$ cat config.mk
export PLATFORM = sky130hd
export DESIGN_NAME = payload_arbiter_rr
export DESIGN_NICKNAME = d
export VERILOG_FILES = /design/src/rtl/payload_arb_pkg.sv /design/src/rtl/payload_arb_picker.sv /design/src/rtl/payload_arbiter_rr.sv
export SDC_FILE = /design/constraint.sdc
export NUM_CORES = 1
export LEC_CHECK = 0
export BUFFER_PORTS_ARGS = -buffer_cell sky130_fd_sc_hd__clkbuf_2
export CORE_MARGIN = 1.5
export CORE_UTILIZATION = 50
export CTS_BUF_LIST = sky130_fd_sc_hd__clkbuf_2 sky130_fd_sc_hd__clkbuf_4 sky130_fd_sc_hd__clkbuf_8
export DETAILED_ROUTE_END_ITERATION = 8
export PLACE_DENSITY = 0.75
export SYNTH_ARGS = -nofsm -noshare
export SYNTH_HDL_FRONTEND = slang
export SYNTH_SLANG_ARGS = --single-unit
export TNS_END_PERCENT = 30
$ cat constraint.sdc
create_clock -name clk -period 6.1 [get_ports clk]
set_input_delay 0.305 -clock clk [delete_from_list [all_inputs] [get_ports clk]]
set_output_delay 0.305 -clock clk [all_outputs]
set_load 0.005 [all_outputs]
$ cat src/rtl/payload_arb_pkg.sv
// Shared constants and sizing helper for the payload arbiter slice.
// No logic; imported by the picker and the arbiter top.
package payload_arb_pkg;

  localparam int ARB_FIXED = 0;
  localparam int ARB_RR    = 1;

  // Index width for n PEs, never narrower than one bit.
  function automatic int id_width(input int n);
    return (n > 1) ? $clog2(n) : 1;
  endfunction

endpackage

$ cat src/rtl/payload_arb_picker.sv
// Rotate-priority encoder: first set bit of pending at or above rr_ptr, wrapping.
// Purely combinational, zero latency; no backpressure (result is consumed every cycle).
module payload_arb_picker
  import payload_arb_pkg::*;
#(
  parameter int NUM_PE = 10,
  parameter int ID_W   = id_width(NUM_PE)
) (
  input  logic [NUM_PE-1:0] pending,
  input  logic [ID_W-1:0]   rr_ptr,
  output logic              sel_valid,
  output logic [ID_W-1:0]   sel_id
);

  int idx;

  // Walk offsets from farthest to nearest so the nearest hit overwrites the rest.
  always_comb begin
    sel_valid = 1'b0;
    sel_id    = '0;
    idx       = 0;
    for (int i = NUM_PE - 1; i >= 0; i--) begin
      idx = int'(rr_ptr) + i;
      if (idx >= NUM_PE) idx = idx - NUM_PE;
      if (pending[idx]) begin
        sel_valid = 1'b1;
        sel_id    = ID_W'(idx);
      end
    end
  end

endmodule

$ cat src/rtl/payload_arbiter_rr.sv
// Orders one-shot PE requests into an ID FIFO and grants the payload channel to the head until last.
// Request to grant is two cycles on an idle block; PEs are held off by a pending/queued bitmap, never by a full FIFO.
module payload_arbiter_rr
  import payload_arb_pkg::*;
#(
  parameter int NUM_PE  = 10,
  parameter int ID_W    = id_width(NUM_PE),
  parameter int RR_MODE = ARB_RR
) (
  input  logic              clk,
  input  logic              rst_n,
  input  logic [NUM_PE-1:0] req,
  input  logic              last,
  output logic [ID_W-1:0]   grant_id,
  output logic              grant_valid,
  output logic [NUM_PE-1:0] grant_onehot,
  output logic              grant_start,
  output logic [NUM_PE-1:0] pending,
  output logic [ID_W:0]     queue_count
);

  logic [NUM_PE-1:0] pending_q, pending_d;
  logic [NUM_PE-1:0] in_queue_q, in_queue_d;
  logic [ID_W-1:0]   fifo_q [NUM_PE];
  logic [ID_W-1:0]   fifo_d [NUM_PE];
  logic [ID_W-1:0]   head_q, head_d;
  logic [ID_W-1:0]   tail_q, tail_d;
  logic [ID_W:0]     count_q, count_d;
  logic [ID_W-1:0]   rr_ptr_q, rr_ptr_d;
  logic              grant_start_q, grant_start_d;

  logic              sel_valid;
  logic [ID_W-1:0]   sel_id;
  logic [ID_W-1:0]   pick_base;
  logic [NUM_PE-1:0] accept;
  logic              push;
  logic              pop;

  // NUM_PE need not be a power of two, so wrap explicitly.
  function automatic logic [ID_W-1:0] wrap_inc(input logic [ID_W-1:0] p);
    return (p == ID_W'(NUM_PE - 1)) ? '0 : p + 1'b1;
  endfunction

  assign pick_base = (RR_MODE == ARB_RR) ? rr_ptr_q : '0;

  payload_arb_picker #(
    .NUM_PE (NUM_PE),
    .ID_W   (ID_W)
  ) u_picker (
    .pending   (pending_q),
    .rr_ptr    (pick_base),
    .sel_valid (sel_valid),
    .sel_id    (sel_id)
  );

  assign accept = req & ~pending_q & ~in_queue_q;
  assign push   = sel_valid;
  assign pop    = last && (count_q != '0);

  always_comb begin
    pending_d     = pending_q | accept;
    in_queue_d    = in_queue_q;
    fifo_d        = fifo_q;
    head_d        = head_q;
    tail_d        = tail_q;
    rr_ptr_d      = rr_ptr_q;
    count_d       = count_q + (ID_W+1)'(push) - (ID_W+1)'(pop);
    grant_start_d = (push && count_q == '0) ||
                    (pop && count_q >= (ID_W+1)'(2)) ||
                    (pop && push && count_q == (ID_W+1)'(1));
    if (push) begin
      pending_d[sel_id]  = 1'b0;
      in_queue_d[sel_id] = 1'b1;
      fifo_d[tail_q]     = sel_id;
      tail_d             = wrap_inc(tail_q);
      rr_ptr_d           = wrap_inc(sel_id);
    end
    // The pushed id is never the head: it was pending, hence not yet queued.
    if (pop) begin
      in_queue_d[fifo_q[head_q]] = 1'b0;
      head_d                     = wrap_inc(head_q);
    end
  end

  always_ff @(posedge clk) begin
    if (!rst_n) begin
      pending_q     <= '0;
      in_queue_q    <= '0;
      head_q        <= '0;
      tail_q        <= '0;
      count_q       <= '0;
      rr_ptr_q      <= '0;
      grant_start_q <= 1'b0;
    end else begin
      pending_q     <= pending_d;
      in_queue_q    <= in_queue_d;
      head_q        <= head_d;
      tail_q        <= tail_d;
      count_q       <= count_d;
      rr_ptr_q      <= rr_ptr_d;
      grant_start_q <= grant_start_d;
    end
  end

  // Storage holds no control state, so it is left out of reset.
  always_ff @(posedge clk) begin
    fifo_q <= fifo_d;
  end

  always_comb begin
    grant_valid  = (count_q != '0);
    grant_id     = grant_valid ? fifo_q[head_q] : '0;
    grant_onehot = '0;
    if (grant_valid) grant_onehot[grant_id] = 1'b1;
  end

  assign grant_start = grant_start_q;
  assign pending     = pending_q;
  assign queue_count = count_q;

endmodule

After elaboration in Yosys (flattened, before gate mapping)
Cells that the tools add are included.
{"block": "classes", "add_sub_neg": 24, "order_cmp": 30, "eq_ne": 4, "n_mux": 80, "bitwise": 12, "reduce_logical": 13}
{"op": "less-than comparator 32 x 6 -> 1 bit (second input constant)", "n": 10}
{"op": "two-way mux 32 bit", "n": 10}
{"op": ">= comparator 32 x 5 -> 1 bit (second input constant)", "n": 9}
{"op": "subtractor 32 x 5 -> 32 bit (second input constant)", "n": 9}
{"op": "two-way mux 4 bit", "n": 17}
{"op": "AND 10 bit", "n": 4}
{"op": "binary-select mux 1 bit (select 4 bit)", "n": 10}
{"op": "bitwise mux 40 bit", "n": 1}
{"op": "two-way mux 10 bit", "n": 4}
{"op": "NOT 10 bit", "n": 4}
{"op": "two-way mux 1 bit", "n": 33}
{"op": "adder 4 x 3 -> 5 bit (second input constant)", "n": 4}
{"op": "bitwise OR 10 bit", "n": 2}
{"op": "binary-select mux 4 bit (select 4 bit)", "n": 1}
{"op": "demux 4 bit (select 4 bit)", "n": 1}
{"op": "less-than comparator 4 x 5 -> 1 bit (second input constant)", "n": 3}
{"op": "adder 4 x 1 -> 4 bit (second input constant)", "n": 3}
{"op": "demux 1 bit (select 4 bit)", "n": 3}
{"op": "== test 4 bit (second input constant)", "n": 3}
{"op": ">= comparator 4 x 1 -> 1 bit (second input constant)", "n": 3}
{"op": "adder 4 x 2 -> 5 bit (second input constant)", "n": 2}
{"op": "adder 4 x 4 -> 5 bit (second input constant)", "n": 2}
{"op": ">= comparator 5 bit (second input constant)", "n": 2}
{"op": "NOT 4 -> 5 bit", "n": 2}
{"op": "other kinds (12)", "n": 21}
{"block": "totals", "ff_bits": 78, "inputBits": 13, "output_inout_bits": 31, "word_cells": 180}

Logic depth before layout (Yosys ltp)
Gate-level depths: netlist of the first run.
{"block": "logic_depth", "depth_word": 24, "mapped_depth": 27, "mapped_depth_nobuf": 21}

Modules after synthesis
A second synthesis of the first run with hierarchy kept.
{"block": "hier_totals", "hier_cells": 717, "hier_area_um2": 6513.7}
{"mod": "payload_arbiter_rr", "instances": 1, "cells_per_inst": 315, "area_per_inst_um2": 3539.6, "seq_area_each_um2": 1961.9}
{"mod": "payload_arb_picker", "instances": 1, "cells_per_inst": 402, "area_per_inst_um2": 2974.1, "seq_area_each_um2": 0.0}

Worst setup path before layout of the first run
No wires, ideal clock.
{"block": "synth_path", "path_type": "reg2reg", "from": "register rr_ptr_q[0] (netlist: pick_base[0])", "to": "register count_q[4] (netlist: queue_count[4])", "setup_ns": 0.071, "arrival_ns": 5.156, "required_ns": 6.029, "path_slack_ns": 0.873, "path_stages_with_launch": 28, "n_path_buf": 6, "period_less_slack_ns": 5.227, "path_cell_list": "dfxtp_1 > buf_4 > buf_2 > inv_1 > ha_1 > buf_4 > inv_1 > clkbuf_1 > ha_1 > clkbuf_1 > o21ai_0 > a2bb2oi_1 > o21ai_1 > nand4b_1 > o311ai_4 > nor4_2 > and4_1 > buf_2 > inv_2 > ha_1 > ha_1 > inv_1 > fa_1 > nor2_1 > nor2_1 > nor2_1 > or3_1 > a21oi_1"}
{"block": "synth_between", "elab_chain_cells": 18, "elab_cells_between_ends": 81, "cone_classes": "21 x add/sub; 10 x order compare; 50 x mux"}
{"item": "start: declaration", "line_no": "payload_arbiter_rr.sv:29", "text": "logic [ID_W-1:0] rr_ptr_q, rr_ptr_d;"}
{"item": "start signal: assignment", "line_no": "payload_arbiter_rr.sv:100", "text": "rr_ptr_q <= rr_ptr_d;"}
{"item": "adder 4 x 4 -> 5 bit", "line_no": "payload_arb_picker.sv:23", "text": "idx = int'(rr_ptr) + i;"}
{"item": "subtractor 32 x 5 -> 32 bit / >= comparator 32 x 5 -> 1 bit (equally long branches)", "line_no": "payload_arb_picker.sv:24", "text": "if (idx >= NUM_PE) idx = idx - NUM_PE;"}
{"item": "two-way mux 32 bit", "line_no": "payload_arb_picker.sv:24"}
{"item": "binary-select mux 1 bit (select 4 bit)", "line_no": "payload_arb_picker.sv:25", "text": "if (pending[idx]) begin"}
{"item": "two-way mux 1 bit (not written as such) (2 in series)", "line_no": "payload_arb_picker.sv:25"}
{"item": "two-way mux 1 bit (9 in series)", "line_no": "payload_arb_picker.sv:25"}
{"item": "two-way mux 1 bit *", "line_no": "payload_arb_picker.sv:25"}
{"item": "adder 5 x 1 -> 5 bit *", "line_no": "payload_arbiter_rr.sv:67", "text": "count_d = count_q + (ID_W+1)'(push) - (ID_W+1)'(pop);"}
{"item": "subtractor 5 x 1 -> 5 bit *", "line_no": "payload_arbiter_rr.sv:67"}
{"item": "end signal: assignment", "line_no": "payload_arbiter_rr.sv:99", "text": "count_q <= count_d;"}
{"item": "end: declaration", "line_no": "payload_arbiter_rr.sv:28", "text": "logic [ID_W:0] count_q, count_d;"}
Mark *: on every way between the ends. The rest lies on a longest branch, timed or not. The select of a mux whose other input is x is not followed.
A chain may end at the register's enable or synchronous reset.

Worst setup path in the final report of the first run
{"block": "layout_path", "from": "register rr_ptr_q[2] (netlist: pick_base[2])", "to": "register count_q[4] (netlist: queue_count[4])"}
Same word-level chain as after synthesis.

==> results.md, run 1 <==
* Outcome: complete, no violations
* CP cell instances: ha_1 > inv_1 > o211a_1 > nand3_1 > nand3_1 > a2111oi_1 > o32ai_2 > nor4_2 > and4_1 > inv_2 > ha_1 > ha_1 > inv_1 > fa_1 > nor2_1 > nor2_1 > nor2_1 > or3_1 > a21oi_1
* GRT Total Usage at 0.277
* # diodes at 0
* Avg WL per Cell at 20.3 um
* GPL Wtd Cong at 1.00
* Synth unique cells at 97
* Antenna Nets Post-Route at 0
* TritonCTS Buffers at 9
* Period utilisation layout at 0.873
* Final hold viol count at 0
* Skew final at 0.0153 ns
* Routed WL at 18.7 mm
* Synth Warn # at 0
* Most common cell after layout, fill and taps aside: nor2_1
* Cell area after synthesis at 0.00644 sq mm
* Slowest stage cell, crit path: ha_1
* Cell taking the most area after synthesis: edfxtp_1
* Seq/Total Area, Yosys at 0.305
* Post-synth EDFFs at 40
* CTS tree: done
* Crit. End Element: flip-flop
* Critical Path AT at 5.54 ns
* H-Tree Depth at 3
* Hold Path Depth at 2
* Tightest Pin Transition at 0.875 ns
* Cts hold-fix bufs at 0
* Setup Crit Path Kind: reg -> reg
* R2r setup slk at 0.77 ns
* Port bufs at 43
* Tmin final at 5.33 ns
* TritonRoute pass-1 iters at 5
* Die span in y at 117 um
* Slew headroom at 0.405
* Layout cell share with drive strength beyond 1 at 0.174
* HP Class: in -> reg
* Vias in the first global route at 5488
* Initial Util at 0.511
* CTS Root Cell: clkbuf_8
* Design area at 0.00697 sq mm
* FILL cells at 1162
* Commonest non-fill, non-tap cells in the layout: nor2_1, a21oi_1, clkbuf_2, nand2_1, edfxtp_1
* Post-Route Setup TNS at 0 ns
* Ports at 44
* First-pass GRT wire length at 28.9 mm
* Reg clk slew, reported paths at 0.09 ns
* Dominant synthesized flop cell: edfxtp_1
* Cell count after synthesis at 716
* Final setup violation count at 0
* # rows at 41
* Placed cell count at 907
* Pin count of the biggest net entering global routing at 28
* Routed vias/inst at 6.48
* Max_cap viols at 0
* Register-to-Register Path Depth at 19
* Core box area at 0.0126 sq mm
* Asr flop ratio synth at 0
* Hold WS at 0.214 ns
* Share of the synthesized area in the top cell type at 0.186
* Nets at 795
* Post-Syn Nets at 765
* CTS max path bufs at 2
* Post-CTS sizing at 0
* Delay of the slowest critical-path stage at 0.77 ns
* Top Usage Layer GRT: met2
* First DRT Iteration DRCs at 631
* Met3 GRT Util at 0.0420
* Unrepaired setup endpoints after global routing: no
* GRT met1 Usage at 0.360
* Die Wd at 117 um
* DRC errors left at 0
* Post-CTS Setup Bufs at 0
* Fmax at 188 MHz
* Post-Layout Cell Count at 923
* Mean Syn Cell Area at 9.00 sq um
* Met2 Usage GRT at 0.470
* Post-Place Cell Area at 0.00679 sq mm
* P&R area growth vs syn at 8.25%
* Final Max Tran Viols at 0
* Overflow after GRT at 0
* CTS Sinks at 78
* Worst setup SP type: flip-flop
* WP data required at 6.31 ns
* Max FO, Critical Path at 15
* Clock insertion delay at the later pin of the skew report at 0.36 ns
* Vias at 5977
* Full die area at 0.0136 sq mm
* Synth area leaders: edfxtp_1, dfxtp_1, ha_1
* Initial antenna violation count at 0
* Post-DP HPWL at 14.0 mm
* FF+latch count, synth at 78
-- path summary, 6_finish.rpt --
kind                  from        endpoint
max           pick_base[2]  queue_count[4]
min                   last   in_queue_q[9]
max reg2reg   pick_base[2]  queue_count[4]
min reg2reg  in_queue_q[2]   in_queue_q[2]
-- registers in the layout, indices dropped and copies added, names as in the netlist --
name,count
fifo_q,40
grant_start,1
head_q,4
in_queue_q,10
pending,10
pick_base,4
queue_count,5
tail_q,4
-- worst max-delay path, delay by kind of cell (launching register included) --
family / cells / cell delay (ns)
compound gates: 4 / 1.04
fa+ha+maj: 4 / 1.62
buf+inv: 3 / 0.58
flops: 1 / 0.71
simple gates: 8 / 1.23
-- per-layer routing --
| layer | wire, um | up-vias |
|---|---|---|
| met2 | 8890 | 292 |
| met4 | 490 | 0 |
| met1 | 7950 | 2867 |
| met5 | 0 | - |
| li1 | - | 2772 |
| met3 | 1390 | 46 |
-- kinds of logic (layout without fill, tap and decap cells) --
logic type / Yosys count / in the layout / synth area share
compound gates: 217 / 217 / 0.252
xor+xnor: 17 / 17 / 0.0254
fa+ha+maj: 36 / 36 / 0.0722
buf+inv: 78 / 113 / 0.0532
flops: 78 / 78 / 0.305
mux: 48 / 48 / 0.0940
simple gates: 242 / 242 / 0.199
-- synthesized netlist by cell type (all sizes together) (8+ instances only) --
library cell,count
edfxtp,40
ha,34
nor3,24
nor2b,14
a211oi,11
dfxtp,38
o22ai,8
o21ai,38
clkbuf,16
xnor2,14
mux2i,32
nor4,8
nand2,42
a31oi,10
buf,23
a21oi,56
nor2,69
nand2b,18
inv,39
mux4,9
nand3,17
-- through the flow --
step / worst slack [ns] / utilization
after floorplan: 0.873 / -
after global placement: 0.950 / 0.538
after detailed placement: 0.863 / 0.538
after CTS: 0.839 / 0.553
after global routing: 0.377 / 0.553
final: 0.772 / 0.553
-- layout make-up --
| class | instances | area [sq um] | share of cell area |
|---|---|---|---|
| clock buffer | 9 | 124 | 0.0178 |
| sequential | 78 | 1960 | 0.281 |
| timing repair buffer | 58 | 328 | 0.0470 |
| inverter | 39 | 146 | 0.0210 |
| clock inverter | 7 | 61.3 | 0.00879 |
| multi-input combinational | 560 | 4140 | 0.593 |
| tap | 172 | 215 | 0.0309 |
Power of run 1 is not shown: default switching activity piles up to over one toggle a cycle in this logic, so the estimate is an artifact.
==> inputs of run 2 (changes only) <==
--- a/config.mk
+++ b/config.mk
@@ -6,11 +6,13 @@
 export NUM_CORES = 1
 export LEC_CHECK = 0
 export BUFFER_PORTS_ARGS = -buffer_cell sky130_fd_sc_hd__clkbuf_2
+export CELL_PAD_IN_SITES_DETAIL_PLACEMENT = 1
+export CELL_PAD_IN_SITES_GLOBAL_PLACEMENT = 2
 export CORE_MARGIN = 1.5
-export CORE_UTILIZATION = 50
+export CORE_UTILIZATION = 40
 export CTS_BUF_LIST = sky130_fd_sc_hd__clkbuf_2 sky130_fd_sc_hd__clkbuf_4 sky130_fd_sc_hd__clkbuf_8
 export DETAILED_ROUTE_END_ITERATION = 8
-export PLACE_DENSITY = 0.75
+export PLACE_DENSITY = 0.9
 export SYNTH_ARGS = -nofsm -noshare
 export SYNTH_HDL_FRONTEND = slang
 export SYNTH_SLANG_ARGS = --single-unit
==> run 2 against run 1 <==
  * Clock-buffer cell count unchanged
  * Sequential share of layout area shrank 0.30 points
  * Final area up 1.1%
  * Global-route usage decreased by 2.5 points
  * Final cell count rose by 4.9%
  * Utilization is 11 points lower
  * Via count is 0.10% higher
==> results.md, run 2 (synthesis results as in run 1) <==
* Outcome: complete, no violations
* Post-Route Setup TNS at 0 ns (unchanged)
* Layout cell share with drive strength beyond 1 at 0.176 (+0.00110)
* TritonRoute pass-1 iters at 4 (-1)
* # rows at 46 (+12%)
* Final setup violation count at 0 (unchanged)
* Die Wd at 130 um (+12%)
* TritonCTS Buffers at 9 (unchanged)
* Die span in y at 130 um (+12%)
* Vias at 5983 (+0.10%)
* Max_cap viols at 0 (unchanged)
* R2R Path Start: pick_base[1]
* Pin count of the biggest net entering global routing at 25 (-11%)
* Post-CTS Setup Bufs at 0 (unchanged)
* Worst setup SP type: flip-flop
* Max FO, Critical Path at 22 (+7)
* CTS tree: done
* Crit path setup slack, layout at 0.604 ns (-0.168 ns)
* Avg WL per Cell at 21.2 um (+4.8%)
* HP Class: in -> reg
* Tightest Pin Transition at 0.937 ns (+0.0625 ns)
* Slew headroom at 0.375 (-0.0309)
* CP cell instances: buf_4 > ha_1 > xor2_2 > inv_2 > ha_1 > o21ai_0 > a2bb2oi_1 > o21ai_1 > nand4b_1 > o311ai_4 > nor4_2 > and4_1 > buf_4 > inv_2 > ha_1 > ha_1 > inv_1 > fa_1 > nor2_1 > nor2_1 > nor2_1 > or3_1 > a21oi_1
* Worst path most repeated cell: ha_1
* Most flop-heavy register: fifo_q
* Nets at 796 (+0.13%)
* Top delay family on crit path: adder cells
* P&R area growth vs syn at 9.44%
* Cts hold-fix bufs at 0 (unchanged)
* Unrepaired setup endpoints after global routing: no
* Final hold viol count at 0 (unchanged)
* GRT Total Usage at 0.252 (-0.0250)
* Final Max Tran Viols at 0 (unchanged)
* Antenna Nets Post-Route at 0 (unchanged)
* First-pass GRT wire length at 33.4 mm (+16%)
* Tmin final at 5.50 ns (+0.168 ns)
* Most common cell after layout, fill and taps aside: nor2_1
* FF-to-FF End: queue_count[4]
* Reg clk slew, reported paths at 0.10 ns (about the same)
* Routed vias/inst at 6.18 (-4.6%)
* Setup Crit Path Kind: reg -> reg
* # diodes at 0 (unchanged)
* Register-to-Register Path Depth at 23 (+4)
* Hold Path Depth at 2 (unchanged)
* Post-DP HPWL at 15.9 mm (+14%)
* Post-CTS sizing at 0 (unchanged)
* First DRT Iteration DRCs at 347 (-45%)
* DP Worst Slack at 0.701 ns (-0.162 ns)
* CTS Root Cell: clkbuf_8
* Delay of the slowest critical-path stage at 0.43 ns (-0.34 ns)
* FILL cells at 1851 (+59%)
* WP data required at 6.31 ns (about the same)
* Fmax at 182 MHz (-3.1%)
* R2r setup slk at 0.60 ns (-0.17 ns)
* Slowest stage cell, crit path: o21ai_1
* Hold Crit Start: last
* CTS max path bufs at 2 (unchanged)
* Crit. End Element: flip-flop
* Initial Util at 0.407 (-0.103)
* Skew final at 0.0146 ns (-0.000728 ns)
* DRC errors left at 0 (unchanged)
* Commonest non-fill, non-tap cells in the layout: nor2_1, a21oi_1, clkbuf_2, nand2_1, edfxtp_1
* Max FFs per register at 40 (unchanged)
* Hold Path Sink: in_queue_q[9]
* H-Tree Depth at 3 (unchanged)
* Core box area at 0.0158 sq mm (+25%)
* Full die area at 0.0169 sq mm (+24%)
* Critical Path AT at 5.71 ns (+0.17 ns)
* Clock insertion delay at the later pin of the skew report at 0.36 ns (about the same)
* Initial antenna violation count at 0 (unchanged)
* Ports at 44 (unchanged)
* Worst path bufs/invs at 5 (+2)
* Period utilisation layout at 0.901 (+0.0276)
* Overflow after GRT at 0 (unchanged)
* CTS Sinks at 78 (unchanged)
* GPL Wtd Cong at 0.938 (-6.4%)
* Routed WL at 20.6 mm (+9.9%)
* Stages on the worst setup path at 23 (+4)
* Vias in the first global route at 6068 (+11%)
* Util after Layout at 0.445 (-0.107)
* Port bufs at 43 (unchanged)
[run 2: cell count changes in the layout (fill, tap and decap cells not counted), sizes merged]
cell,before,now
clkinvlp,2,1
clkinv,1,2
buf,15,16
[run 2: worst max path at each step]
stage | slack (ns) | start | end
after floorplan | 0.87 | pick_base[0] | queue_count[4]
after global placement | 0.90 | pick_base[1] | queue_count[4]
after detailed placement | 0.70 | pick_base[1] | queue_count[4]
after CTS | 0.64 | pick_base[1] | queue_count[4]
after global routing | 0.22 | pick_base[2] | queue_count[4]
final | 0.60 | pick_base[1] | queue_count[4]
[run 2: layout make-up]
| type | count | area (sq um) | share of cell area |
|---|---|---|---|
| Multi-Input combinational cell | 560 | 4140 | 0.587 |
| Sequential cell | 78 | 1960 | 0.278 |
| Timing Repair Buffer | 59 | 335 | 0.0476 |
| Tap cell | 216 | 270 | 0.0383 |
| Inverter | 39 | 146 | 0.0208 |
| Clock buffer | 9 | 124 | 0.0176 |
| Clock inverter | 7 | 75.1 | 0.0106 |
[run 2: per-stage QoR]
step | hold slack (ns) | cell area, sq um | cells
3_5_place_dp | 0.466 | 6850 | 952
5_1_grt | 0.198 | 7050 | 968
6_report | 0.195 | 7050 | 968
4_1_cts | 0.183 | 7050 | 968
2_1_floorplan | 0.402 | 6440 | 716
3_3_place_gp | 0.445 | 6850 | 952
[run 2: metal layers]
| metal | wire length [um] | track usage | part of all wire |
|---|---|---|---|
| met3 | 971 | 0.0312 | 0.047 |
| met5 | 0 | 0 | 0 |
| met2 | 9600 | 0.412 | 0.47 |
| met4 | 232 | 0.0562 | 0.011 |
| met1 | 9760 | 0.357 | 0.47 |
Power of run 2 is left out for the same reason.
